[config.mk]
export PLATFORM = sky130hd
export DESIGN_NAME = wb_sram_slave
export DESIGN_NICKNAME = d
export VERILOG_FILES = /design/src/rtl/wb_sram_slave.sv
export SDC_FILE = /design/constraint.sdc
export NUM_CORES = 1
export LEC_CHECK = 0
export ABC_AREA = 1
export ABC_CLOCK_PERIOD_IN_PS = 7600
export CAP_MARGIN = 20
export CORE_AREA = 2 2 119 121
export DETAILED_ROUTE_END_ITERATION = 12
export DIE_AREA = 0 0 121 123
export PLACE_DENSITY_LB_ADDON = 0.12
export SETUP_SLACK_MARGIN = 0.05
export SYNTH_ARGS = -nofsm -noshare
export SYNTH_HDL_FRONTEND = slang
export SYNTH_SLANG_ARGS = --single-unit
[constraint.sdc]
create_clock -name clk -period 7.6 [get_ports clk]
set_clock_uncertainty 0.1 [all_clocks]
set_input_delay 1.52 -clock clk [delete_from_list [all_inputs] [get_ports clk]]
set_output_delay 1.52 -clock clk [all_outputs]
set_load 0.005 [all_outputs]
[src/rtl/wb_sram_slave.sv]
`default_nettype none
// ============================================================================
//  Module   : wb_sram_slave
//  Purpose  : Wishbone classic slave bridging single bus cycles to a 32-bit
//             asynchronous SRAM. Read and write wait states are set by
//             parameters. The acknowledge is registered and lasts one cycle.
//             The pad data bus is split into out / in / tri-state enable.
//  Options  : WB_SRAM_ADDR_CHECK_EN - when defined, a request with nonzero
//             address bits above the SRAM range gets a one-cycle wb_err_o
//             instead of an SRAM access. When undefined, those bits are
//             ignored and the SRAM aliases across the address space.
//  Ports    : clk, rst (async, active-high)
//             wb_*      - Wishbone slave side (cyc/stb/we/adr/dat/sel in;
//                         dat/ack/err/rty out)
//             sram_*    - SRAM pins: word address, split data bus, active-low
//                         ce/oe/we/be strobes
//  Revision : 1.0 - initial release
// ============================================================================
module wb_sram_slave #(
    parameter int ADDR_WIDTH = 20,
    parameter int RD_WAIT    = 2,
    parameter int WR_WAIT    = 2
) (
    input  logic                  clk,
    input  logic                  rst,
    input  logic                  wb_cyc_i,
    input  logic                  wb_stb_i,
    input  logic                  wb_we_i,
    input  logic [31:0]           wb_adr_i,
    input  logic [31:0]           wb_dat_i,
    input  logic [3:0]            wb_sel_i,
    output logic [31:0]           wb_dat_o,
    output logic                  wb_ack_o,
    output logic                  wb_err_o,
    output logic                  wb_rty_o,
    output logic [ADDR_WIDTH-1:0] sram_addr,
    output logic [31:0]           sram_data_o,
    input  logic [31:0]           sram_data_i,
    output logic                  sram_data_t,
    output logic                  sram_ce_n,
    output logic                  sram_oe_n,
    output logic                  sram_we_n,
    output logic [3:0]            sram_be_n
);

    localparam int c_MAX_WAIT = (RD_WAIT > WR_WAIT) ? RD_WAIT : WR_WAIT;
    localparam int CNT_W      = $clog2(c_MAX_WAIT) + 1;
    localparam logic [CNT_W-1:0] c_RD_LOAD = CNT_W'(RD_WAIT - 1);
    localparam logic [CNT_W-1:0] c_WR_LOAD = CNT_W'(WR_WAIT - 1);

    typedef enum logic [2:0] {
        S_IDLE     = 3'd0,
        S_READ     = 3'd1,
        S_WR_SETUP = 3'd2,
        S_WR_PULSE = 3'd3,
        S_WR_HOLD  = 3'd4,
        S_DONE     = 3'd5
`ifdef WB_SRAM_ADDR_CHECK_EN
        , S_ERR    = 3'd6
`endif
    } state_t;

    state_t             r_state;
    state_t             w_state_nxt;
    logic [CNT_W-1:0]   r_cnt;
    logic [CNT_W-1:0]   w_cnt_nxt;
    logic               r_abort;
    logic               w_abort_nxt;
    logic               w_req;
    logic               w_adr_bad;

    logic               w_start_rd;
    logic               w_start_wr;
    logic               w_sram_act;
    logic               w_wr_phase;
    logic               w_rd_done;

    logic [31:0]           r_dat_o;
    logic                  r_ack;
    logic                  r_err;
    logic [ADDR_WIDTH-1:0] r_addr;
    logic [31:0]           r_data_o;
    logic                  r_data_t;
    logic                  r_ce_n;
    logic                  r_oe_n;
    logic                  r_we_n;
    logic [3:0]            r_be_n;

    // Address bits outside the SRAM word range never reach the pads.
    logic w_unused;
    assign w_unused = ^{wb_adr_i[31:ADDR_WIDTH+2], wb_adr_i[1:0]};

    assign w_req = wb_cyc_i & wb_stb_i;

`ifdef WB_SRAM_ADDR_CHECK_EN
    assign w_adr_bad = |wb_adr_i[31:ADDR_WIDTH+2];
`else
    assign w_adr_bad = 1'b0;
`endif

    // ------------------------------------------------------------------
    // State register
    // ------------------------------------------------------------------
    always_ff @(posedge clk or posedge rst) begin
        if (rst) begin
            r_state <= S_IDLE;
            r_cnt   <= '0;
            r_abort <= 1'b0;
        end else begin
            r_state <= w_state_nxt;
            r_cnt   <= w_cnt_nxt;
            r_abort <= w_abort_nxt;
        end
    end

    // ------------------------------------------------------------------
    // Next-state logic
    // ------------------------------------------------------------------
    always_comb begin
        w_state_nxt = r_state;
        w_cnt_nxt   = r_cnt;
        w_abort_nxt = r_abort;
        case (r_state)
            S_IDLE: begin
                w_abort_nxt = 1'b0;
                if (w_req) begin
                    if (w_adr_bad) begin
`ifdef WB_SRAM_ADDR_CHECK_EN
                        w_state_nxt = S_ERR;
`endif
                    end else if (wb_we_i) begin
                        w_state_nxt = S_WR_SETUP;
                    end else begin
                        w_state_nxt = S_READ;
                        w_cnt_nxt   = c_RD_LOAD;
                    end
                end
            end
            S_READ: begin
                if (!wb_cyc_i) begin
                    w_state_nxt = S_IDLE;
                end else if (r_cnt == '0) begin
                    w_state_nxt = S_DONE;
                end else begin
                    w_cnt_nxt = r_cnt - 1'b1;
                end
            end
            S_WR_SETUP: begin
                // Nothing has been strobed yet, so an abort can leave cleanly.
                if (!wb_cyc_i) begin
                    w_state_nxt = S_IDLE;
                end else begin
                    w_state_nxt = S_WR_PULSE;
                    w_cnt_nxt   = c_WR_LOAD;
                end
            end
            S_WR_PULSE: begin
                // A started write pulse always runs to full length; the abort
                // is remembered and only suppresses the acknowledge.
                if (!wb_cyc_i) begin
                    w_abort_nxt = 1'b1;
                end
                if (r_cnt == '0) begin
                    w_state_nxt = S_WR_HOLD;
                end else begin
                    w_cnt_nxt = r_cnt - 1'b1;
                end
            end
            S_WR_HOLD: begin
                if (r_abort || !wb_cyc_i) begin
                    w_state_nxt = S_IDLE;
                end else begin
                    w_state_nxt = S_DONE;
                end
            end
            S_DONE: begin
                w_state_nxt = S_IDLE;
            end
`ifdef WB_SRAM_ADDR_CHECK_EN
            S_ERR: begin
                w_state_nxt = S_IDLE;
            end
`endif
            default: begin
                w_state_nxt = S_IDLE;
            end
        endcase
    end

    // ------------------------------------------------------------------
    // Output decode. Pin values are a function of the state being entered
    // and are registered, so every output changes together with the state
    // and nothing combinational reaches the pads or the bus.
    // ------------------------------------------------------------------
    always_comb begin
        w_start_rd = (r_state == S_IDLE) && (w_state_nxt == S_READ);
        w_start_wr = (r_state == S_IDLE) && (w_state_nxt == S_WR_SETUP);
        w_wr_phase = (w_state_nxt == S_WR_SETUP) || (w_state_nxt == S_WR_PULSE) ||
                     (w_state_nxt == S_WR_HOLD);
        w_sram_act = w_wr_phase || (w_state_nxt == S_READ);
        w_rd_done  = (r_state == S_READ) && (w_state_nxt == S_DONE);
    end

    always_ff @(posedge clk or posedge rst) begin
        if (rst) begin
            r_dat_o  <= '0;
            r_ack    <= 1'b0;
            r_err    <= 1'b0;
            r_addr   <= '0;
            r_data_o <= '0;
            r_data_t <= 1'b1;
            r_ce_n   <= 1'b1;
            r_oe_n   <= 1'b1;
            r_we_n   <= 1'b1;
            r_be_n   <= 4'hF;
        end else begin
            r_ack    <= (w_state_nxt == S_DONE);
`ifdef WB_SRAM_ADDR_CHECK_EN
            r_err    <= (w_state_nxt == S_ERR);
`else
            r_err    <= 1'b0;
`endif
            r_ce_n   <= ~w_sram_act;
            // oe_n and data_t come from disjoint state sets, so the pads
            // are never driven while the SRAM is driving them.
            r_oe_n   <= ~(w_state_nxt == S_READ);
            r_we_n   <= ~(w_state_nxt == S_WR_PULSE);
            r_data_t <= ~w_wr_phase;

            if (w_start_rd || w_start_wr) begin
                r_addr <= wb_adr_i[ADDR_WIDTH+1:2];
            end
            if (w_start_wr) begin
                r_data_o <= wb_dat_i;
            end

            if (w_start_rd) begin
                r_be_n <= 4'h0;
            end else if (w_start_wr) begin
                r_be_n <= ~wb_sel_i;
            end else if (!w_sram_act) begin
                r_be_n <= 4'hF;
            end

            if (w_rd_done) begin
                r_dat_o <= sram_data_i;
            end
        end
    end

    assign wb_dat_o    = r_dat_o;
    assign wb_ack_o    = r_ack;
    assign wb_err_o    = r_err;
    assign wb_rty_o    = 1'b0;
    assign sram_addr   = r_addr;
    assign sram_data_o = r_data_o;
    assign sram_data_t = r_data_t;
    assign sram_ce_n   = r_ce_n;
    assign sram_oe_n   = r_oe_n;
    assign sram_we_n   = r_we_n;
    assign sram_be_n   = r_be_n;

endmodule
`default_nettype wire

After elaboration in Yosys (flattened, before gate mapping)

Cells that the tools add are included.

Word-level logic and storage cells: 68
Bits in registers: 99
Output and inout port bits: 95

$add $sub $neg: 1
Reduce and logical (&&, ||, !) cells: 15
Multiplexer cells: 19
Equal/unequal tests: 15
Bitwise logic cells: 6

Operators by type and width:

| kind                | count |
|---|---|
| $mux 3              | 5 |
| $pmux 3 s5          | 1 |
| $mux 2              | 7 |
| $eq 3x2->1 const B  | 4 |
| $mux 4              | 3 |
| $ne 2x2->1 const B  | 5 |
| $eq 3x3->1 const B  | 3 |
| $pmux 2 s4          | 1 |
| $eq 3x1->1 const B  | 2 |
| $logic_or 1x1->1    | 5 |
| $reduce_and 5->1    | 1 |
| $not 1->1           | 4 |
| $not 4->4           | 1 |
| $reduce_bool 4->1   | 1 |
| $logic_and 1x1->1   | 3 |
| $logic_not 3->1     | 1 |
| $ne 3x3->1 const B  | 1 |
| $logic_not 2->1     | 1 |
| $pmux 1 s2          | 1 |
| $reduce_and 2->1    | 1 |
| $reduce_bool 2->1   | 1 |
| $sub 2x1->2 const B | 1 |
| $and 1x1->1         | 1 |
| $logic_not 1->1     | 1 |
| $mux 1              | 1 |

Depth between registers and ports, before layout

Gate-level depths: netlist (run 1).

Word-level depth: 11
Depth in mapped cells: 12
Depth with buffers taken out: 12

Worst setup path before layout (run 1)

No wires, ideal clock.

Kind: input-to-reg
Start: in wb_stb_i
End: reg r_addr[0], in the netlist sram_addr[0]
Slack: 5097 ps
Data required time: 7435 ps
Stages on the path: 8
Arrival: 2339 ps
Cells stage by stage: nand2_2 nand2_1 o211ai_4 nand2_1 inv_2 buf_4 nand2_1 nand2_1

Word-level cells in the longest chain between the ends: 6
Elaborated cells between the ends (all ways): 8

Ends and longest elaborated chain:

| item                                        | RTL line | RTL |
|---|---|---|
| from (decl)                                 | 27       | `input logic wb_stb_i,` |
| $and 1x1->1 *                               | 93       | `assign w_req = wb_cyc_i & wb_stb_i;` |
| $mux 3 *                                    | 126      | `if (w_req) begin` |
| $pmux 3 s5 *                                | 123      | `case (r_state)` |
| $eq 3x1->1 or $eq 3x2->1 (tied branches)    | 196, 197 |  |
| $logic_and 1x1->1, on equally long branches | 196, 197 |  |
| $logic_or 1x1->1 *                          | 230      | `if (w_start_rd \|\| w_start_wr) begin` |
| to (signal assigned)                        | 231      | `r_addr <= wb_adr_i[ADDR_WIDTH+1:2];` |
| to (decl)                                   | 81       | `logic [ADDR_WIDTH-1:0] r_addr;` |

Every way passes the cells marked *; elsewhere a longest branch is shown, timed or not.
A chain may end at the register's enable or synchronous reset.

Worst setup path after layout (run 1)

Start: in wb_cyc_i
End: reg r_be_n[3], in the netlist sram_be_n[3]

Word-level cells in the longest chain between the ends: 9
Elaborated cells between the ends (all ways): 20

Ends and longest elaborated chain:

| item                                 | RTL line | RTL |
|---|---|---|
| from (decl)                          | 26       | `input logic wb_cyc_i,` |
| $logic_not 1->1                      | 170      | `if (r_abort \|\| !wb_cyc_i) begin` |
| $logic_or 1x1->1                     | 170      |  |
| $mux 3                               | 170      |  |
| $pmux 3 s5 *                         | 123      |  |
| $eq 3x2->1, on equally long branches | 197, 198 |  |
| $logic_or 1x1->1 (2 in a row)        | 198      | `w_wr_phase = (w_state_nxt == S_WR_SETUP) \|\| (w_state_nxt == S_WR_PULSE) \|\|` |
| $logic_or 1x1->1                     | 200      | `w_sram_act = w_wr_phase \|\| (w_state_nxt == S_READ);` |
| $ne 3x3->1 (no line)                 | --       |  |
| to (signal assigned)                 | 240      | `r_be_n <= ~wb_sel_i;` |
| to (decl)                            | 87       | `logic [3:0] r_be_n;` |

Marked as above.

==> reports/qor.csv, run 1 <==
metric;value;unit
synth-seq-cells;99;
final_cell_mix;185 x clkdlybuf4s50_1, 184 x nand2_1, 91 x dfrtp_1;
drtIter0Drc;139;
grtUsageMet1;16.6;%
worstRegToRegCells;9;
min_path_type;flip-flop to flip-flop;
cp.arrival;4.25;ns
drv_slew;0;
use_met2;19.9;%
grt_pass1_vias;3123;
p_sw_share;30.9;%
gp_congestion;0.787;
post-route-period-util;53.5;%
synth_cells;392;
syn_avg_cell_area;10.1;um2
die_h;123;um
setup.worst_path.start;wb_cyc_i;
ir_worst_vdd;0.207;mV
synth-async-reset-ratio;100;%
synth_edf_count;0;
synth-main-ff-cell;dfrtp_1;
path_buf_inv;2;
drive_gt1_share;10.9;%
dp.cells;744;
post-route-drc-count;0;
rsz0062_at_grt;no;
multi_input_area;1330;um2
cellInternalPower;1.74;mW
wl_per_cell;12.8;um
tightest_slew;0.809;ns
crit_path_start_kind;primary input;
clockBufferDepth;2;
overflow;0;
critPathCapture;sram_be_n[3];
clk_latency;0.34;ns
routed_via_density;4.19;
vias;3181;
final_common_cell;clkdlybuf4s50_1;
path_cells;clkdlybuf4s50_1, nand2_2, nand3b_4, nand2_1, inv_2, nand2_2, nand2_1, nand2_1;
design.core.area;13600;um2
p_total;2.52;mW
clock_power_share;20.1;%
drtPass1Iterations;5;
grt_antenna_before_repair;0;
io_buffers;185;
critical-path-max-stage-delay;0.72;ns
setup_tns;0;ns
outcome;finished, final reports clean;
grt_max_degree;56;
p_switching;779;uW
r2r-start;r_state[0];
tritoncts;done;
finalSetupViolations;0;
fillers;1324;
crit_family;simple AND/OR/NAND/NOR gates;
nNetsFinal;681;
track_usage;13.3;%
p_leak;2.97;nW
crit_cells;8;
power.density;399;nW/um2
hold_violations;0;
yosysSeqAreaShare;62.6;%
crit_top_cell;nand2_1;
die_w;121;um
seqPwrFrac;36.7;%
cts_sinks;99;
htreeDepth;3;
antennaDiodeCount;0;
cts_setup_buffers;0;
cts_root_buf;clkbuf_16;
ctsResizeCount;0;
postCtsHoldBufs;0;
io_pins;200;
totalWireLength;9720;um
stdcell_count;760;
grt_first_pass_wirelength;15400;um
design.die.area;14900;um2
clk_pin_slew_worst_paths;0.06;ns
busiest_layer;met2;
ant_nets;0;
p_comb_share;43.2;%
critPathRequiredTime;7.78;ns
cp_max_fo;34;
fin_util;46.5;%
syn-cell-area;3970;um2
fmax;246;MHz
relSlewSlack;46.0;%
met3_usage;7.20;%
seq_area;2490;um2
yosysWarnings;0;
cp_slowest_cell;nand2_1;
hpwl;6980;um
ys_types;27;
numCtsBuffers;9;
post-route-min-period;4.06;ns
num_rows;43;
critPathCaptureType;flip-flop;
worst-setup-path-type;primary input to flip-flop;
cap_violations;0;
r2r-end;sram_be_n[3];
area_growth;59.2;%
initial_core_util;29.2;%
r2r_slack;4.77;ns
## power groups by stage
stage | registers [mW] | clock network [mW] | logic (mW)
global route | 0.961 | 0.554 | 1.21
finish | 0.925 | 0.508 | 1.09
detailed placement | 0.935 | 0 | 1.11
global placement | 0.925 | 0 | 1.10
floorplan | 0.946 | 0 | 0.473
CTS | 0.929 | 0.531 | 1.11
## worst min-delay path by stage
stage                                 to            from  depth (start not counted)  slack (ns)
final                     sram_data_o[2]  sram_data_o[2]                          2        0.37
after global routing       sram_addr[17]   sram_addr[17]                          2        0.39
after CTS                   sram_addr[9]    sram_addr[9]                          2        0.38
after detailed placement    sram_addr[1]    sram_addr[1]                          2        0.36
after global placement     sram_addr[18]   sram_addr[18]                          2        0.35
after floorplan                 r_cnt[1]        r_cnt[1]                          2        0.35
## synthesized netlist by cell type, types with 4 or more instances
| cell | n | share of area (%) |
|---|---|---|
| mux2_2 | 22 | 6.2 |
| mux2_1 | 10 | 2.8 |
| buf_2 | 9 | 1.1 |
| dfstp_2 | 8 | 5.3 |
| nor2_1 | 8 | 0.76 |
| dfrtp_1 | 91 | 57 |
| nand2_2 | 4 | 0.63 |
| buf_4 | 4 | 0.76 |
| nand3_1 | 8 | 1.0 |
| nand2_1 | 184 | 17 |
| inv_1 | 18 | 1.7 |
| o21ai_0 | 4 | 0.50 |
## cell families after synthesis
logic type               synth area share (%)
adder cells (fa/ha/maj)                 0.315
buffers and inverters                    4.16
AND/OR/NAND/NOR                          21.9
flip-flops                               62.6
multiplexers                             9.07
other                                  0.0944
AO/OA/AOI/OAI                            1.89
## per-stage QoR
| stage | area, um2 | hold WS (ns) | setup WS, ns |
|---|---|---|---|
| 2_1_floorplan | 3980 | 0.352 | 3.40 |
| 3_3_place_gp | 5990 | 0.353 | 3.12 |
| 3_5_place_dp | 5990 | 0.359 | 3.08 |
| 4_1_cts | 6320 | 0.375 | 3.44 |
| 5_1_grt | 6320 | 0.386 | 3.24 |
| 6_report | 6320 | 0.372 | 3.54 |
## final cells by class
cell class | count | area share [%]
clock inverters | 3 | 1.09
well taps | 180 | 3.56
flip-flops and latches | 99 | 39.3
repair buffers | 187 | 29.5
clock buffers | 13 | 4.27
multi-input cells | 257 | 20.9
inverters | 21 | 1.29
## per-layer routing
metal	vias to the layer above	wire [um]	share of wire [%]
li1	1575	-	-
met1	1480	4220	43
met2	121	4340	45
met3	5	1060	11
met4	0	98	1.0
met5	-	0	0
## flip-flops by register name, indices dropped and copies added (netlist names)
name	flops
sram_addr	20
wb_ack_o	1
sram_data_t	1
sram_be_n	4
r_abort	1
sram_we_n	1
sram_oe_n	1
r_cnt	2
wb_dat_o	32
sram_ce_n	1
sram_data_o	32
r_state	3
## worst min-delay path, stage by stage, from the launching register on
cell,delay (ns)
dfrtp_1,0.34
nand2_1,0.05
nand2_1,0.05
Power figures use the tool's default switching activity.
==> run 2: changes to the inputs <==
--- a/config.mk
+++ b/config.mk
@@ -6,7 +6,7 @@
 export NUM_CORES = 1
 export LEC_CHECK = 0
 export ABC_AREA = 1
-export ABC_CLOCK_PERIOD_IN_PS = 7600
+export ABC_CLOCK_PERIOD_IN_PS = 3900
 export CAP_MARGIN = 20
 export CORE_AREA = 2 2 119 121
 export DETAILED_ROUTE_END_ITERATION = 12
==> constraint.sdc (replaced) <==
create_clock -name clk -period 3.9 [get_ports clk]
set_clock_uncertainty 0.1 [all_clocks]
set_input_delay 0.78 -clock clk [delete_from_list [all_inputs] [get_ports clk]]
set_output_delay 0.78 -clock clk [all_outputs]
set_load 0.005 [all_outputs]
==> run 2 against run 1 <==
Compared with the run above: routed wire length is 1.2% lower; sequential power is 95% higher; via count increased by 0.44%; combinational power increased by 95%; clock-buffer cell count decreased by 1; first-iteration DRC count down 16%; cell area down 0.79%; cell count up 0.13%; worst hold slack got worse by 0.0039 ns; worst setup slack got worse by 2.2 ns; register-to-register slack got worse by 3.1 ns; largest power group unchanged.
==> reports/qor.csv, run 2 (synthesized netlist as in run 1, its figures left out) <==
metric;value;unit;change
area_growth;57.9;%;
drtIter0Drc;117;;-16%
cap_violations;0;;unchanged
ctsResizeCount;0;;unchanged
post-route-worst-setup-slack;1.29;ns;-2.24 ns
clock_power_share;17.0;%;-3.1 points
fmax;383;MHz;
final_common_cell;clkdlybuf4s50_1;;
cts_sinks;99;;unchanged
final_cell_mix;185 x clkdlybuf4s50_1, 184 x nand2_1, 91 x dfrtp_1;;
num_rows;43;;unchanged
min_to;sram_data_o[18];;
r2r-start;r_cnt[0];;
cts_setup_buffers;0;;unchanged
ir_worst_vdd;0.305;mV;+47%
design.core.area;13600;um2;unchanged
placed_cell_area;6010;um2;+0.46%
hpwl;6890;um;-1.3%
cp.arrival;2.79;ns;-1.46 ns
critPathRequiredTime;4.09;ns;-3.69 ns
htreeDepth;3;;unchanged
p_total;4.74;mW;+88%
rsz0062_at_grt;no;;
postCtsHoldBufs;0;;unchanged
critPathCaptureType;flip-flop;;
ant_nets;0;;unchanged
overflow;0;;unchanged
setup.worst_path.start;wb_cyc_i;;
antennaDiodeCount;0;;unchanged
setup_tns;0;ns;unchanged
pre_cts_ws;0.914;ns;-2.17 ns
power.density;755;nW/um2;+89%
io_buffers;185;;unchanged
min_path_type;flip-flop to flip-flop;;
wl_per_cell;12.6;um;-1.3%
worst-setup-path-type;primary input to flip-flop;;
tightest_slew;0.793;ns;-0.0161 ns
die_w;121;um;unchanged
tritoncts;done;;
p_leak;2.95;nW;-0.65%
r2r_slack;1.65;ns;-3.12 ns
hold_violations;0;;unchanged
track_usage;13.3;%;about the same
totalWireLength;9610;um;-1.2%
nNetsFinal;683;;+0.29%
clk_pin_slew_worst_paths;0.06;ns;about the same
drtPass1Iterations;4;;-1
die_h;123;um;unchanged
holdWs;0.368;ns;-0.00386 ns
vias;3195;;+0.44%
p_comb_share;44.9;%;+1.7 points
min-delay-start;sram_data_o[18];;
drv_slew;0;;unchanged
io_pins;200;;unchanged
post-route-period-util;66.9;%;
drive_gt1_share;10.8;%;-0.019 points
grt_first_pass_wirelength;15300;um;-0.81%
grt_max_degree;48;;-14%
design.die.area;14900;um2;unchanged
holdPathStages;2;;unchanged
grt_antenna_before_repair;0;;unchanged
finish.instance_area;6270;um2;-0.79%
outcome;finished, final reports clean;;
clk_latency;0.34;ns;about the same
relSlewSlack;47.0;%;+1.1 points
clockBufferDepth;2;;unchanged
finalSetupViolations;0;;unchanged
p_switching;1.50;mW;+93%
cellInternalPower;3.23;mW;+85%
numCtsBuffers;9;;unchanged
p_sw_share;31.8;%;+0.88 points
r2r-end;wb_dat_o[5];;
post-route-drc-count;0;;unchanged
gp_congestion;0.762;;-3.1%
worstRegToRegCells;6;;-3
post-route-min-period;2.61;ns;
crit_path_start_kind;primary input;;
grt_pass1_vias;3174;;+1.6%
cts_root_buf;clkbuf_16;;
routed_via_density;4.20;;+0.31%
initial_core_util;29.2;%;unchanged
cp_max_fo;34;;unchanged
seqPwrFrac;38.1;%;+1.4 points
run 2: cell types whose count changed in the layout (fill, tap and decap cells not counted), sizes merged:
cell,previous run,this run
buf,2,4
bufinv,2,0
clkinv,1,3
clkbuf,13,12
run 2: layout make-up:
cell class | instances | area (um2)
clock inverter | 3 | 15.0
timing repair buffer | 189 | 1890
clock buffer | 12 | 246
inverter | 21 | 81.3
fill | 1285 | 7340
sequential | 99 | 2490
tap | 180 | 225
multi-input combinational | 257 | 1330
run 2: worst max path at each step:
stage | to | slack (ns) | cells past startpoint
2_1_floorplan | r_abort | 0.44 | 1
3_3_place_gp | sram_be_n[0] | 0.92 | 8
3_5_place_dp | sram_be_n[0] | 0.91 | 8
4_1_cts | sram_be_n[0] | 1.27 | 8
5_1_grt | sram_be_n[1] | 1.09 | 8
6_report | sram_be_n[1] | 1.29 | 8
run 2: power groups by stage:
stage          Combinational, mW  Sequential [mW]  Clock (mW)
2_1_floorplan              0.922             1.84           0
3_5_place_dp                2.17             1.81           0
3_3_place_gp                2.15             1.80           0
6_report                    2.13             1.80       0.806
4_1_cts                     2.17             1.81       0.844
5_1_grt                     2.37             1.87       0.881
run 2: routing by layer:
metal	vias up	global-route usage, %	part of all wire, %
met2	130	20.5	44
met1	1469	16.2	44
met4	0	6.98	2.2
met5	-	0	0
met3	12	5.21	10
li1	1584	-	-
run 2: worst max-delay path, stage by stage:
cell and delay (ns):
clkdlybuf4s50_1 0.64, nand2_2 0.18, nand3b_4 0.47, nand2_1 0.24, inv_2 0.21, nand2_2 0.16
nand2_1 0.06, nand2_1 0.06
run 2: through the flow:
stage,util (%),std cells
floorplan,-,393
global placement,44.2,746
detailed placement,44.2,746
CTS,46.1,761
global route,46.1,761
finish,46.1,761
==> run 3: changes to the inputs <==
--- a/config.mk
+++ b/config.mk
@@ -6,7 +6,7 @@
 export NUM_CORES = 1
 export LEC_CHECK = 0
 export ABC_AREA = 1
-export ABC_CLOCK_PERIOD_IN_PS = 3900
+export ABC_CLOCK_PERIOD_IN_PS = 2200
 export CAP_MARGIN = 20
 export CORE_AREA = 2 2 119 121
 export DETAILED_ROUTE_END_ITERATION = 12
==> constraint.sdc (replaced) <==
create_clock -name clk -period 2.2 [get_ports clk]
set_clock_uncertainty 0.1 [all_clocks]
set_input_delay 0.44 -clock clk [delete_from_list [all_inputs] [get_ports clk]]
set_output_delay 0.44 -clock clk [all_outputs]
set_load 0.005 [all_outputs]
==> run 3 against run 2 <==
Compared with the run above: sequential cell count unchanged; utilization is 0.88 points higher; critical path depth shrank 7; clock power increased by 100%; first-iteration DRC count up 14%; global-route usage up 0.30 points; highest routed layer unchanged; die area unchanged; register-to-register slack worse by 1.2 ns; cell area up 1.9%; clock-buffer cell count is 1 lower; worst setup slack lost 1.0 ns.
==> reports/qor.csv, run 3 (synthesized netlist as in run 1, its figures left out) <==
metric;value;unit;change
stdcell_count;767;;+0.79%
final_common_cell;clkdlybuf4s50_1;;
drtPass1Iterations;4;;unchanged
hold_violations;0;;unchanged
power.density;1360;nW/um2;+80%
post-route-drc-count;0;;unchanged
grt_pass1_vias;3272;;+3.1%
worstRegToRegCells;7;;+1
fin_util;47.0;%;+0.88 points
num_rows;43;;unchanged
drtIter0Drc;133;;+14%
cp.arrival;1.39;ns;-1.40 ns
pre_cts_ws;0.0941;ns;-0.819 ns
critPathRequiredTime;1.66;ns;-2.43 ns
ant_nets;0;;unchanged
nNetsFinal;688;;+0.73%
dp.cells;751;;+0.67%
min_path_type;flip-flop to flip-flop;;
routed_via_density;4.21;;+0.21%
vias;3227;;+1.0%
totalWireLength;9670;um;+0.68%
outcome;finished, final reports clean;;
post-route-worst-setup-slack;0.273;ns;-1.02 ns
grt_antenna_before_repair;0;;unchanged
tritoncts;done;;
drv_slew;0;;unchanged
crit_cells;1;;-7
clk_pin_slew_worst_paths;0.07;ns;about the same
htreeDepth;3;;unchanged
p_leak;3.00;nW;+1.5%
grt_max_degree;100;;+110%
antennaDiodeCount;0;;unchanged
cts_root_buf;clkbuf_16;;
worst-setup-path-type;flip-flop to output pin;;
cts_setup_buffers;0;;unchanged
final_cell_mix;185 x clkdlybuf4s50_1, 184 x nand2_1, 91 x dfrtp_1;;
die_h;123;um;unchanged
cts_sinks;99;;unchanged
ctsResizeCount;0;;unchanged
design.core.area;13600;um2;unchanged
cap_violations;0;;unchanged
relSlewSlack;65.9;%;+19 points
wl_per_cell;12.6;um;-0.11%
crit_family;flip-flops;;
tightest_slew;0.511;ns;-0.282 ns
crit_path_start_kind;flip-flop;;
ir_worst_vdd;0.478;mV;+57%
critPathCaptureType;output pin;;
cp_slowest_cell;dfstp_2;;
grt_first_pass_wirelength;15900;um;+4.1%
overflow;0;;unchanged
path_buf_inv;1;;-1
gp_congestion;0.713;;-6.4%
hpwl;6870;um;-0.34%
fmax;519;MHz;
post-route-period-util;87.6;%;
io_pins;200;;unchanged
io_buffers;185;;unchanged
critical-path-max-stage-delay;0.53;ns;-0.11 ns
finalSetupViolations;0;;unchanged
track_usage;13.6;%;+0.30 points
die_w;121;um;unchanged
holdPathStages;2;;unchanged
drive_gt1_share;11.9;%;+1.1 points
path_cells;clkdlybuf4s50_1;;
area_growth;60.9;%;
postCtsHoldBufs;0;;unchanged
post-route-min-period;1.93;ns;
cp_max_fo;2;;-94%
initial_core_util;29.2;%;unchanged
clockBufferDepth;2;;unchanged
setup_tns;0;ns;unchanged
numCtsBuffers;9;;unchanged
rsz0062_at_grt;no;;
design.die.area;14900;um2;unchanged
clk_latency;0.34;ns;about the same
[run 3: cell count changes in the layout (fill, tap and decap cells not counted), sizes merged]
| cell | previous run | this run |
|---|---|---|
| clkinvlp | 0 | 3 |
| bufinv | 0 | 1 |
| clkbuf | 12 | 11 |
| clkinv | 3 | 1 |
| buf | 4 | 9 |
[run 3: through the flow]
step / total power [mW] / area [um2] / hold slack (ns)
floorplan: 4.90 / 3980 / 0.352
global placement: 7.10 / 6090 / 0.353
detailed placement: 7.17 / 6090 / 0.358
CTS: 8.83 / 6390 / 0.375
global route: 9.41 / 6390 / 0.397
finish: 8.67 / 6390 / 0.371
[run 3: area by class of cell]
class	count	area, um2
inverters	21	82.6
clock inverters	5	62.6
fillers	1274	7220
multi-input cells	257	1330
repair buffers	194	1970
clock buffers	11	243
flip-flops and latches	99	2490
well taps	180	225
[run 3: path summary, 6_finish.rpt]
path / from / to / slack (ns)
min reg2reg: sram_data_o[12] / sram_data_o[12] / 0.37
min: sram_data_o[12] / sram_data_o[12] / 0.37
max: sram_be_n[0] / sram_be_n[0] / 0.27
min in group asynchronous: rst / wb_dat_o[7] / 0.52
max reg2reg: r_cnt[0] / wb_dat_o[18] / 0.44
max in group asynchronous: rst / sram_be_n[1] / 1.10
[run 3: report_power, final]
group	internal (mW)	leakage, nW	switching (mW)
clock network	0.919	0.142	0.687
registers	2.75	1.21	0.445
logic	2.27	1.65	1.60
[run 3: metal layers]
layer / part of all wire (%) / wire length, um / global-route usage [%]
met5: 0 / 0 / 0
met2: 44 / 4300 / 20.8
met3: 8.7 / 841 / 4.47
met4: 2.3 / 221 / 6.83
met1: 45 / 4310 / 17.3
